--- config.mk ---
export PLATFORM = sky130hd
export DESIGN_NAME = rng_fifo_arbiter
export DESIGN_NICKNAME = d
export VERILOG_FILES = /design/src/rtl/rng_pkg.sv /design/src/rtl/rng_rr_select.sv /design/src/rtl/rng_fifo_arbiter.sv
export SDC_FILE = /design/constraint.sdc
export NUM_CORES = 1
export LEC_CHECK = 0
export BUFFER_PORTS_ARGS = -buffer_cell sky130_fd_sc_hd__buf_2
export CORE_MARGIN = 2
export CORE_UTILIZATION = 35
export CTS_BUF_LIST = sky130_fd_sc_hd__clkbuf_4 sky130_fd_sc_hd__clkbuf_8
export CTS_CLUSTER_SIZE = 16
export DETAILED_ROUTE_END_ITERATION = 8
export GPL_TIMING_DRIVEN = 0
export PLACE_DENSITY = 0.59
export SLEW_MARGIN = 20
export SYNTH_ARGS = -nofsm -noshare
export SYNTH_HDL_FRONTEND = slang
export SYNTH_HIERARCHICAL = 1
export SYNTH_SLANG_ARGS = --single-unit
--- constraint.sdc ---
create_clock -name clk_i -period 2.65 [get_ports clk_i]
set_clock_uncertainty 0.2 [all_clocks]
set_input_delay 0.3975 -clock clk_i [delete_from_list [all_inputs] [get_ports clk_i]]
set_output_delay 0.3975 -clock clk_i [all_outputs]
set_load 0.01 [all_outputs]
--- src/rtl/rng_pkg.sv ---
// Shared types and constants for the rng_fifo_arbiter byte arbiter and its
// round-robin selector.
package rng_pkg;

  localparam int RNG_BYTE_W    = 8;
  localparam int RNG_NREQ_DEF  = 2;
  localparam int RNG_DEPTH_DEF = 16;

  typedef enum logic [1:0] {
    ST_IDLE      = 2'd0,
    ST_GRANT     = 2'd1,
    ST_WRITE     = 2'd2,
    ST_FULL_WAIT = 2'd3
  } rng_state_e;

  // Round-robin successor of requester k among n requesters.
  function automatic int rr_next(input int k, input int n);
    return (k + 1) % n;
  endfunction

endpackage

--- src/rtl/rng_rr_select.sv ---
// Combinational round-robin picker: first asserted request at or after ptr_i,
// wrapping, returned as a one-hot vector (zero when nothing requests).
module rng_rr_select #(
  parameter  int NREQ = 2,
  localparam int PW   = $clog2(NREQ)
) (
  input  logic [NREQ-1:0] req_i,
  input  logic [PW-1:0]   ptr_i,
  output logic [NREQ-1:0] grant_o
);

  always_comb begin
    grant_o = '0;
    // Scan farthest-first so the nearest requester after the pointer wins.
    for (int off = NREQ - 1; off >= 0; off--) begin
      if (req_i[(int'(ptr_i) + off) % NREQ]) begin
        grant_o = '0;
        grant_o[(int'(ptr_i) + off) % NREQ] = 1'b1;
      end
    end
  end

endmodule

--- src/rtl/rng_fifo_arbiter.sv ---
// Round-robin byte arbiter feeding rng_fifo, with occupancy tracking.
// Define RNG_ARB_STATS_EN to add per-requester saturating grant counters.
module rng_fifo_arbiter
  import rng_pkg::*;
#(
  parameter  int NREQ  = RNG_NREQ_DEF,
  parameter  int DEPTH = RNG_DEPTH_DEF,
  localparam int LW    = $clog2(DEPTH) + 1,
  localparam int PW    = $clog2(NREQ)
) (
  input  logic                       clk_i,
  input  logic                       rst_i,
  input  logic                       enable_i,
  input  logic [NREQ-1:0]            req_valid_i,
  input  logic [RNG_BYTE_W*NREQ-1:0] req_data_i,
  output logic [NREQ-1:0]            req_ready_o,
  input  logic                       fifo_read_i,
  output logic                       write,
  output logic [RNG_BYTE_W-1:0]      data_in,
  output logic [LW-1:0]              level_o,
  output logic                       full_o,
  output logic                       empty_o
`ifdef RNG_ARB_STATS_EN
  ,
  output logic [16*NREQ-1:0]         grant_cnt_o
`endif
);

  rng_state_e            state_q, state_d;
  logic [NREQ-1:0]       grant_q, grant_d, sel;
  logic [PW-1:0]         ptr_q, ptr_d;
  logic [RNG_BYTE_W-1:0] byte_q, byte_d;
  logic [LW-1:0]         level_q, level_d;
  logic                  armed_q;
  logic                  handshake, rd_eff, full;

  rng_rr_select #(.NREQ(NREQ)) u_rr_select (
    .req_i   (req_valid_i),
    .ptr_i   (ptr_q),
    .grant_o (sel)
  );

  assign full        = (level_q == LW'(DEPTH));
  assign handshake   = (state_q == ST_GRANT) && |(grant_q & req_valid_i);
  assign rd_eff      = fifo_read_i && (level_q != '0);
  assign write       = (state_q == ST_WRITE);
  assign data_in     = byte_q;
  assign req_ready_o = (state_q == ST_GRANT) ? grant_q : '0;
  assign level_o     = level_q;
  assign full_o      = full;
  assign empty_o     = (level_q == '0);

  always_comb begin
    level_d = level_q;
    if (write && !rd_eff)      level_d = level_q + LW'(1);
    else if (!write && rd_eff) level_d = level_q - LW'(1);
  end

  // NOTE: every always_comb output gets a default first, so no path can infer a latch.
  always_comb begin
    state_d = state_q;
    grant_d = grant_q;
    ptr_d   = ptr_q;
    byte_d  = byte_q;
    unique case (state_q)
      ST_IDLE: begin
        if (full) begin
          state_d = ST_FULL_WAIT;
        end else if (armed_q && enable_i && |req_valid_i) begin
          state_d = ST_GRANT;
          grant_d = sel;
        end
      end
      ST_GRANT: begin
        state_d = ST_IDLE;
        if (handshake) begin
          state_d = ST_WRITE;
          for (int k = 0; k < NREQ; k++) begin
            if (grant_q[k]) begin
              byte_d = req_data_i[RNG_BYTE_W*k +: RNG_BYTE_W];
              ptr_d  = PW'(rr_next(k, NREQ));
            end
          end
        end
      end
      ST_WRITE:     state_d = (level_d == LW'(DEPTH)) ? ST_FULL_WAIT : ST_IDLE;
      ST_FULL_WAIT: if (fifo_read_i) state_d = ST_IDLE;
      default:      state_d = ST_IDLE;
    endcase
  end

  // NOTE: sequential state uses non-blocking assignments only, so every register
  // samples the pre-edge value of every other register.
  always_ff @(posedge clk_i or negedge rst_i) begin
    if (!rst_i) begin
      state_q <= ST_IDLE;
      grant_q <= '0;
      ptr_q   <= '0;
      byte_q  <= '0;
      level_q <= '0;
      armed_q <= 1'b0;
    end else begin
      state_q <= state_d;
      grant_q <= grant_d;
      ptr_q   <= ptr_d;
      byte_q  <= byte_d;
      level_q <= level_d;
      // Holds off arbitration for the first edge after reset release.
      armed_q <= 1'b1;
    end
  end

`ifdef RNG_ARB_STATS_EN
  logic [15:0] cnt_q [NREQ];

  always_ff @(posedge clk_i or negedge rst_i) begin
    if (!rst_i) begin
      for (int k = 0; k < NREQ; k++) cnt_q[k] <= '0;
    end else if (handshake) begin
      for (int k = 0; k < NREQ; k++) begin
        if (grant_q[k] && cnt_q[k] != 16'hFFFF) cnt_q[k] <= cnt_q[k] + 16'd1;
      end
    end
  end

  always_comb begin
    for (int k = 0; k < NREQ; k++) grant_cnt_o[16*k +: 16] = cnt_q[k];
  end
`endif

endmodule

==> flow_summary.ini, run 1 <==
[worst_setup_path]
arrival_ps = 1880
timing.rr.end = state_q[0]$_DFFE_PN0P_
crit_fanout = 9
worst-r2r-setup-slack_ps = 250
cp_top_family = simple AND/OR/NAND/NOR gates
worst_setup_path_end_kind = primary output
crit_type = register to primary output
crit_cells = 5
ff2ff_path_depth = 7
r2r_start = level_o[0]$_DFF_PN0_
crit_slowest_cell = or4b_4
path_buf_inv = 3
crit_chain = inv_1, ha_1, or4b_4, clkinv_2, buf_2
crit_path_max_incr_delay_ps = 520
startpoint_type = register
worstPathRequired_ps = 2050

[sta]
period_needed_ps = 2480
hold_violations = 0
fin_tns_setup_ps = 0
finalCritPeriodShare = 0.935
rsz0062_at_grt = false
final-setup-viol-count = 0
layout_setup_ws_ps = 172
maxSlewViolCount = 0
worst_pin_slew_ps = 682
timing.slew.headroom = 0.543
fmax_ghz = 0.404

[clock_network]
cts_tree = done
path_clk_slew_ps = 110
clock-sinks = 19
cts_root_buffer = clkbuf_4
cts_made_buffers = 3
clk_path_buf_depth = 2
htreeDepth = 1
cts_resized = 0
clk_latency_ps = 290
cts_hold_buffers = 1
cts_setup_buffers = 0

[power]
vdd_drop_max_mv = 0.425
p_leak_nw = 0.678
power_density_nw_per_um2 = 889

[synthesis]
yosysWarnings = 6
ys_async_sr_fraction = 1.00
syn_nets = 134
yosysUniqueCellTypes = 39
syn_avg_cell_area_um2 = 9.93
synth_largest_area_cell = dfrtp_1
synth_seq_cells = 19
synth.top_cell.area_share = 0.435
ys_seq_area_frac = 0.435
post-synth-top-count-cell = dfrtp_1
synth_cells = 110
synth_edf_count = 0
synth.area.top_cells = dfrtp_1 (44%), mux2i_1 (8.2%), a21oi_1 (5.5%), nor2_1 (4.1%), xnor2_1 (3.2%)
syn_area_um2 = 1090
synth_commonest_cells = dfrtp_1 (19), a21oi_1 (12), nor2_1 (12), mux2i_1 (9)
synth_ff_type = dfrtp_1

[global_routing]
overflow = 0
antenna_found_initial = 0
grt_util_all_layers = 0.158
grt_pass1_wl_um = 4330
grt_pass1_vias = 1005
grt_start_max_net_pins = 20

[floorplanning]
chipHeight_um = 59.9
initial_core_util = 0.364
die_area_um2 = 3580
rows = 20
die_w_um = 59.9
fp.coreArea_um2 = 3000
io_pins = 40

[run]
maxCapViolations = 0

[worst_hold_path]
worstHoldPathType = input pin to register
whs_path_depth = 2
min_to = level_o[4]$_DFF_PN0_
worstHoldStart = fifo_read_i

[placed_design]
pre_cts_ws_ps = 264
place_congestion = 0.797
port_buffers = 38
dp_hpwl_um = 1880

[cells_and_area]
nNetsFinal = 178
drive_above_1_share = 0.346
areaGrowthSynthToFinish_pct = 24.9
diodes = 0
final_util = 0.454

[run_status]
outcome = finished, final reports clean

[drt]
vias_per_cell = 5.22
vias = 971
wirelength_um = 2460
dr.pass1.iters = 4
drt_iter0_markers = 46
ant_nets = 0
avgRoutedWirePerCell_um = 13.2
drc_errors = 0
registers in the layout, summed over array words and instances, names as in the netlist:
register	flops
state_q	2
level_o	5
grant_q	2
armed_q	1
data_in	8
ptr_q	1
cell usage in the layout, fill, tap and decap left out, drive strengths merged, types with 3 or more instances in the layout:
cell	count
buf	40
dfrtp	19
a21oi	13
nor2	12
mux2i	9
inv	5
nand2	5
clkbuf	5
xnor2	4
and3	4
a22oi	4
nand2b	3
o21ai	3
how the worst max path moves through the flow:
stage | startpoint | endpoint | slack (ps)
floorplan | level_o[0]$_DFF_PN0_ | state_q[1]$_DFFE_PN0P_ | 480
global placement | level_o[0]$_DFF_PN0_ | state_q[0]$_DFFE_PN0P_ | 340
detailed placement | level_o[0]$_DFF_PN0_ | state_q[0]$_DFFE_PN0P_ | 260
CTS | level_o[0]$_DFF_PN0_ | empty_o | 170
global route | level_o[0]$_DFF_PN0_ | empty_o | 80
finish | level_o[0]$_DFF_PN0_ | empty_o | 170
through the flow:
| stage | instances | hold WS, ps | power (W) | instance area, um2 |
|---|---|---|---|---|
| 2_1_floorplan | 110 | -98.1 | 0.000866 | 1090 |
| 3_3_place_gp | 181 | 164 | 0.00105 | 1320 |
| 3_5_place_dp | 181 | 168 | 0.00106 | 1320 |
| 4_1_cts | 186 | 89.2 | 0.00122 | 1360 |
| 5_1_grt | 186 | 93.6 | 0.00132 | 1360 |
| 6_report | 186 | 94.7 | 0.00121 | 1360 |
final cells by class:
| class | count | area, um2 |
|---|---|---|
| Fill cell | 301 | 1640 |
| Clock buffer | 4 | 30.0 |
| Sequential cell | 19 | 475 |
| Multi-Input combinational cell | 82 | 574 |
| Inverter | 6 | 23.8 |
| Tap cell | 33 | 41.3 |
| Timing Repair Buffer | 39 | 200 |
| Buffer | 3 | 18.8 |
where the power goes:
part	internal (W)	switching, W
Sequential	0.000404	0.000113
Clock	0.0000687	0.0000872
Combinational	0.000256	0.000284
layer usage:
layer	global-route usage	wire (um)
met5	0	0
met4	0.0508	15
met3	0.0281	131
met2	0.264	1140
met1	0.205	1170
kinds of logic after synthesis:
group / after synthesis / share of synthesized area
and+or+nand+nor: 36 / 0.197
xor gates and xnor gates: 4 / 0.0321
other: 1 / 0.00343
adders and majority gates: 2 / 0.0229
AOI/OAI and AO/OA: 28 / 0.167
buffers and inverters: 9 / 0.0389
muxes: 11 / 0.103
DFF: 19 / 0.435
Power figures use the tool's default switching activity.
==> run 2: changes to the inputs <==
--- a/config.mk
+++ b/config.mk
@@ -13,6 +13,7 @@
 export DETAILED_ROUTE_END_ITERATION = 8
 export GPL_TIMING_DRIVEN = 0
 export PLACE_DENSITY = 0.59
+export REMOVE_ABC_BUFFERS = 1
 export SLEW_MARGIN = 20
 export SYNTH_ARGS = -nofsm -noshare
 export SYNTH_HDL_FRONTEND = slang
==> run 2 against run 1 <==
Sequential power grew 4.3%. Maximum frequency grew 0.84%. Combinational power shrank 5.6%. Sequential share of layout area grew 0.36 points. Routed wire length shrank 3.4%. First-iteration DRC count grew 8.7%. Via count shrank 1.4%. Sequential cell count is the same. Register-to-register slack gained 60 ps. Global-route usage shrank 1.4 points. Highest routed layer unchanged.
==> flow_summary.ini, run 2 (synthesized netlist as in run 1, its figures left out) <==
[floorplanning]
rows = 20
die_area_um2 = 3580
fp.coreArea_um2 = 3000
die_w_um = 59.9
chipHeight_um = 59.9
initial_core_util = 0.364
io_pins = 40

[sta]
worst_pin_slew_ps = 1020
period_needed_ps = 2460
hold_violations = 0
finalCritPeriodShare = 0.927
rsz0062_at_grt = false
maxSlewViolCount = 0
final-setup-viol-count = 0
timing.slew.headroom = 0.319
fin_tns_setup_ps = 0
fmax_ghz = 0.407
layout_setup_ws_ps = 193

[power]
p_leak_nw = 0.673
power_density_nw_per_um2 = 890
vdd_drop_max_mv = 0.292
fin_total_pwr_w = 0.00120

[worst_hold_path]
whs_path_depth = 2
worstHoldPathType = input pin to register

[placed_design]
pre_cts_ws_ps = 292
port_buffers = 39
dp_hpwl_um = 1800
place_congestion = 0.786
post-place-cells = 179

[cells_and_area]
drive_above_1_share = 0.351
largest_reg_flops = 8
nNetsFinal = 176
final_util = 0.450
final_common_cell = buf_2
layout_common_cells = buf_2 (39), dfrtp_1 (19), nor2_1 (12), a21oi_1 (12), mux2i_1 (9)
areaGrowthSynthToFinish_pct = 23.6
diodes = 0
instances_no_fill = 184

[clock_network]
cts_setup_buffers = 0
cts_root_buffer = clkbuf_4
clk_path_buf_depth = 2
cts_made_buffers = 3
cts_resized = 0
clk_latency_ps = 290
path_clk_slew_ps = 100
htreeDepth = 1
cts_tree = done
cts_hold_buffers = 1
clock-sinks = 19

[global_routing]
grt_pass1_wl_um = 3840
antenna_found_initial = 0
overflow = 0
grt_start_max_net_pins = 20
grt_util_all_layers = 0.144
grt_pass1_vias = 872

[worst_setup_path]
crit_fanout = 9
ff2ff_path_depth = 7
worst_setup_path_end_kind = primary output
worstPathRequired_ps = 2050
crit_type = register to primary output
arrival_ps = 1860
startpoint_type = register

[drt]
dr.pass1.iters = 4
vias_per_cell = 5.20
drt_iter0_markers = 50
ant_nets = 0
avgRoutedWirePerCell_um = 12.9
vias = 957
wirelength_um = 2370
drc_errors = 0

[run_status]
outcome = finished, final reports clean

[run]
maxCapViolations = 0
-- run 2: changes by cell type in the layout (fill, tap and decap cells not counted) --
| cell | previous run | this run |
|---|---|---|
| clkbuf_1 | 1 | 0 |
| buf_2 | 38 | 39 |
| buf_1 | 1 | 0 |
| buf_6 | 1 | 0 |
-- run 2: report_power, final --
group	internal [W]	total, W	switching (W)
clock network	0.0000689	0.000153	0.0000839
logic	0.000252	0.000510	0.000258
registers	0.000404	0.000539	0.000136
-- run 2: layout make-up --
type,instances,area [um2]
Fill cell,303,1650
Timing Repair Buffer,40,205
Sequential cell,19,475
Clock buffer,4,30.0
Multi-Input combinational cell,82,574
Inverter,6,23.8
Tap cell,33,41.3
-- run 2: final timing paths --
kind                                   startpoint                     end  slack (ps)
max                          level_o[0]$_DFF_PN0_                 empty_o         190
min                                   fifo_read_i    level_o[4]$_DFF_PN0_         190
max reg2reg                  level_o[0]$_DFF_PN0_  state_q[0]$_DFFE_PN0P_         310
min reg2reg                data_in[3]$_DFFE_PN0P_  data_in[3]$_DFFE_PN0P_         330
max in group asynchronous                   rst_i       armed_q$_DFF_PN0_        1590
min in group asynchronous                   rst_i  data_in[4]$_DFFE_PN0P_         360
-- run 2: layer usage --
metal	vias up	global-route usage	share of wire
met5	-	0	0
met4	0	0.0857	0.025
met3	5	0.0238	0.063
met2	34	0.216	0.42
met1	442	0.194	0.49
li1	476	-	-
-- run 2: worst max-delay path: stages, from the launching register on --
cell      delay (ps)
dfrtp_1          480
inv_1            120
ha_1             240
or4b_4           510
clkinv_2          80
buf_2            120
-- run 2: through the flow --
step	cell area, um2	hold slack [ps]
detailed placement	1310	161
global route	1350	196
finish	1350	192
CTS	1350	172
floorplan	1070	-98.1
global placement	1310	157
==> run 3: changes to the inputs <==
--- a/config.mk
+++ b/config.mk
@@ -12,7 +12,7 @@
 export CTS_CLUSTER_SIZE = 16
 export DETAILED_ROUTE_END_ITERATION = 8
 export GPL_TIMING_DRIVEN = 0
-export PLACE_DENSITY = 0.59
+export PLACE_DENSITY = 0.61
 export REMOVE_ABC_BUFFERS = 1
 export SLEW_MARGIN = 20
 export SYNTH_ARGS = -nofsm -noshare
==> constraint.sdc (replaced) <==
create_clock -name clk_i -period 2 [get_ports clk_i]
set_clock_uncertainty 0.2 [all_clocks]
set_input_delay 0.3 -clock clk_i [delete_from_list [all_inputs] [get_ports clk_i]]
set_output_delay 0.3 -clock clk_i [all_outputs]
set_load 0.01 [all_outputs]
==> run 3 against run 2 <==
The flow now finishes with violations (setup timing). Count of clock-buffer cells in the layout fell by 1. Clock power rose by 26%. Combinational power grew 73%. Core utilization increased by 4.5 points. Hold slack worse by 99 ps. Via count rose by 3.3%. Total power grew 47%. First-iteration DRC count is 44% lower. Design area increased by 10%.
==> flow_summary.ini, run 3 (synthesized netlist as in run 1, its figures left out) <==
[run_status]
outcome = complete, but fails checks
violations = setup timing

[drt]
wirelength_um = 2470
avgRoutedWirePerCell_um = 12.8
vias = 989
ant_nets = 0
vias_per_cell = 5.12
drt_iter0_markers = 28
dr.pass1.iters = 4
drc_errors = 0

[worst_setup_path]
crit_type = register to primary output
cp_top_family = simple AND/OR/NAND/NOR gates
crit_chain = inv_2, ha_4, or4b_4, clkinv_4, buf_6
crit_slowest_cell = or4b_4
startpoint_type = register
r2r_start = level_o[0]$_DFF_PN0_
worstPathRequired_ps = 1500
arrival_ps = 1620
crit_cells = 5
path_buf_inv = 3
crit_path_max_incr_delay_ps = 500
ff2ff_path_depth = 7
crit_fanout = 3
timing.rr.end = state_q[0]$_DFFE_PN0P_
worst_setup_path_end_kind = primary output
worst-r2r-setup-slack_ps = -100

[clock_network]
cts_made_buffers = 3
cts_root_buffer = clkbuf_4
htreeDepth = 1
clk_latency_ps = 290
path_clk_slew_ps = 110
clk_path_buf_depth = 2
clock-sinks = 19
cts_tree = done

[floorplanning]
initial_core_util = 0.364
die_w_um = 59.9
fp.coreArea_um2 = 3000
die_area_um2 = 3580
io_pins = 40
rows = 20
chipHeight_um = 59.9

[power]
vdd_drop_max_mv = 0.538
fin_total_pwr_w = 0.00177
p_leak_nw = 0.725
power_density_nw_per_um2 = 1190

[global_routing]
antenna_found_initial = 0
grt_pass1_vias = 881
grt_pass1_wl_um = 3860
grt_util_all_layers = 0.144
overflow = 0
grt_start_max_net_pins = 20

[cells_and_area]
final_util = 0.495
instances_no_fill = 193
diodes = 0
largest_reg_flops = 8
layout_common_cells = buf_2 (38), dfrtp_1 (17), nor2_1 (12), a21oi_1 (12), mux2i_1 (9)
final_cell_area_um2 = 1490
final_common_cell = buf_2
drive_above_1_share = 0.431
nNetsFinal = 185
areaGrowthSynthToFinish_pct = 36.0

[sta]
hold_violations = 0
maxSlewViolCount = 0
timing.slew.headroom = 0.623
fmax_ghz = 0.472
fin_tns_setup_ps = -307
layout_setup_ws_ps = -117
finalCritPeriodShare = 1.06
worst_pin_slew_ps = 565
period_needed_ps = 2120
final-setup-viol-count = 3
rsz0062_at_grt = true

[placed_design]
post-place-cells = 179
dp_hpwl_um = 1720
dpl-instance-area_um2 = 1310
place_congestion = 0.862
port_buffers = 39

[worst_hold_path]
worstHoldPathType = input pin to register
min_to = data_in[7]$_DFFE_PN0P_
whs_path_depth = 3
worstHoldStart = req_data_i[7]

[run]
maxCapViolations = 0
[run 3: worst max-delay path by stage]
stage	startpoint	to	slack, ps
after CTS	level_o[1]$_DFF_PN0_	empty_o	-130
after global placement	level_o[0]$_DFF_PN0_	state_q[0]$_DFFE_PN0P_	-300
after detailed placement	grant_q[1]$_DFFE_PN0P_	ptr_q$_DFFE_PN0P_	-330
after floorplan	level_o[0]$_DFF_PN0_	state_q[1]$_DFFE_PN0P_	-170
after global routing	level_o[0]$_DFF_PN0_	empty_o	-180
final	level_o[0]$_DFF_PN0_	empty_o	-120
[run 3: what timing repair did]
action	in CTS	in global routing
buffers inserted	6	3
pin swaps	3	0
hold buffers	1	0
hold endpoints to repair	19	0
endpoints found under the setup margin	18	8
resized for setup	11	2
cloned	0	0
[run 3: routing by layer]
layer | track usage | share of wire | vias to the layer above
met5 | 0 | 0 | -
met4 | 0.0476 | 0.0032 | 0
met3 | 0.0260 | 0.057 | 2
met2 | 0.233 | 0.45 | 33
met1 | 0.192 | 0.49 | 460
li1 | - | - | 494
[run 3: power breakdown]
part | internal, W | total (W) | switching [W]
logic | 0.000459 | 0.000880 | 0.000422
registers | 0.000538 | 0.000698 | 0.000160
clock network | 0.0000743 | 0.000193 | 0.000118
total | 0.00107 | 0.00177 | 0.000700
[run 3: worst register-to-register path: cells and delay by family (launching register included)]
kind	cells	cell delay [ps]
flip-flops	1	430
AO/OA/AOI/OAI	3	440
AND/OR/NAND/NOR	1	500
adder cells (fa/ha/maj)	1	130
buffers and inverters	1	90
XOR/XNOR	1	200
[run 3: layout make-up]
class	count	area, um2
Clock inverter	1	5.00
Inverter	6	27.5
Multi-Input combinational cell	82	619
Fill cell	300	1520
Tap cell	33	41.3
Timing Repair Buffer	49	292
Clock buffer	3	22.5
Sequential cell	19	478
[run 3: stage by stage]
stage | worst slack [ps] | hold slack, ps
5_1_grt | -175 | 86.7
2_1_floorplan | -170 | -196
3_3_place_gp | -301 | 58.1
3_5_place_dp | -326 | 68.4
6_report | -117 | 93.1
4_1_cts | -125 | 86.1
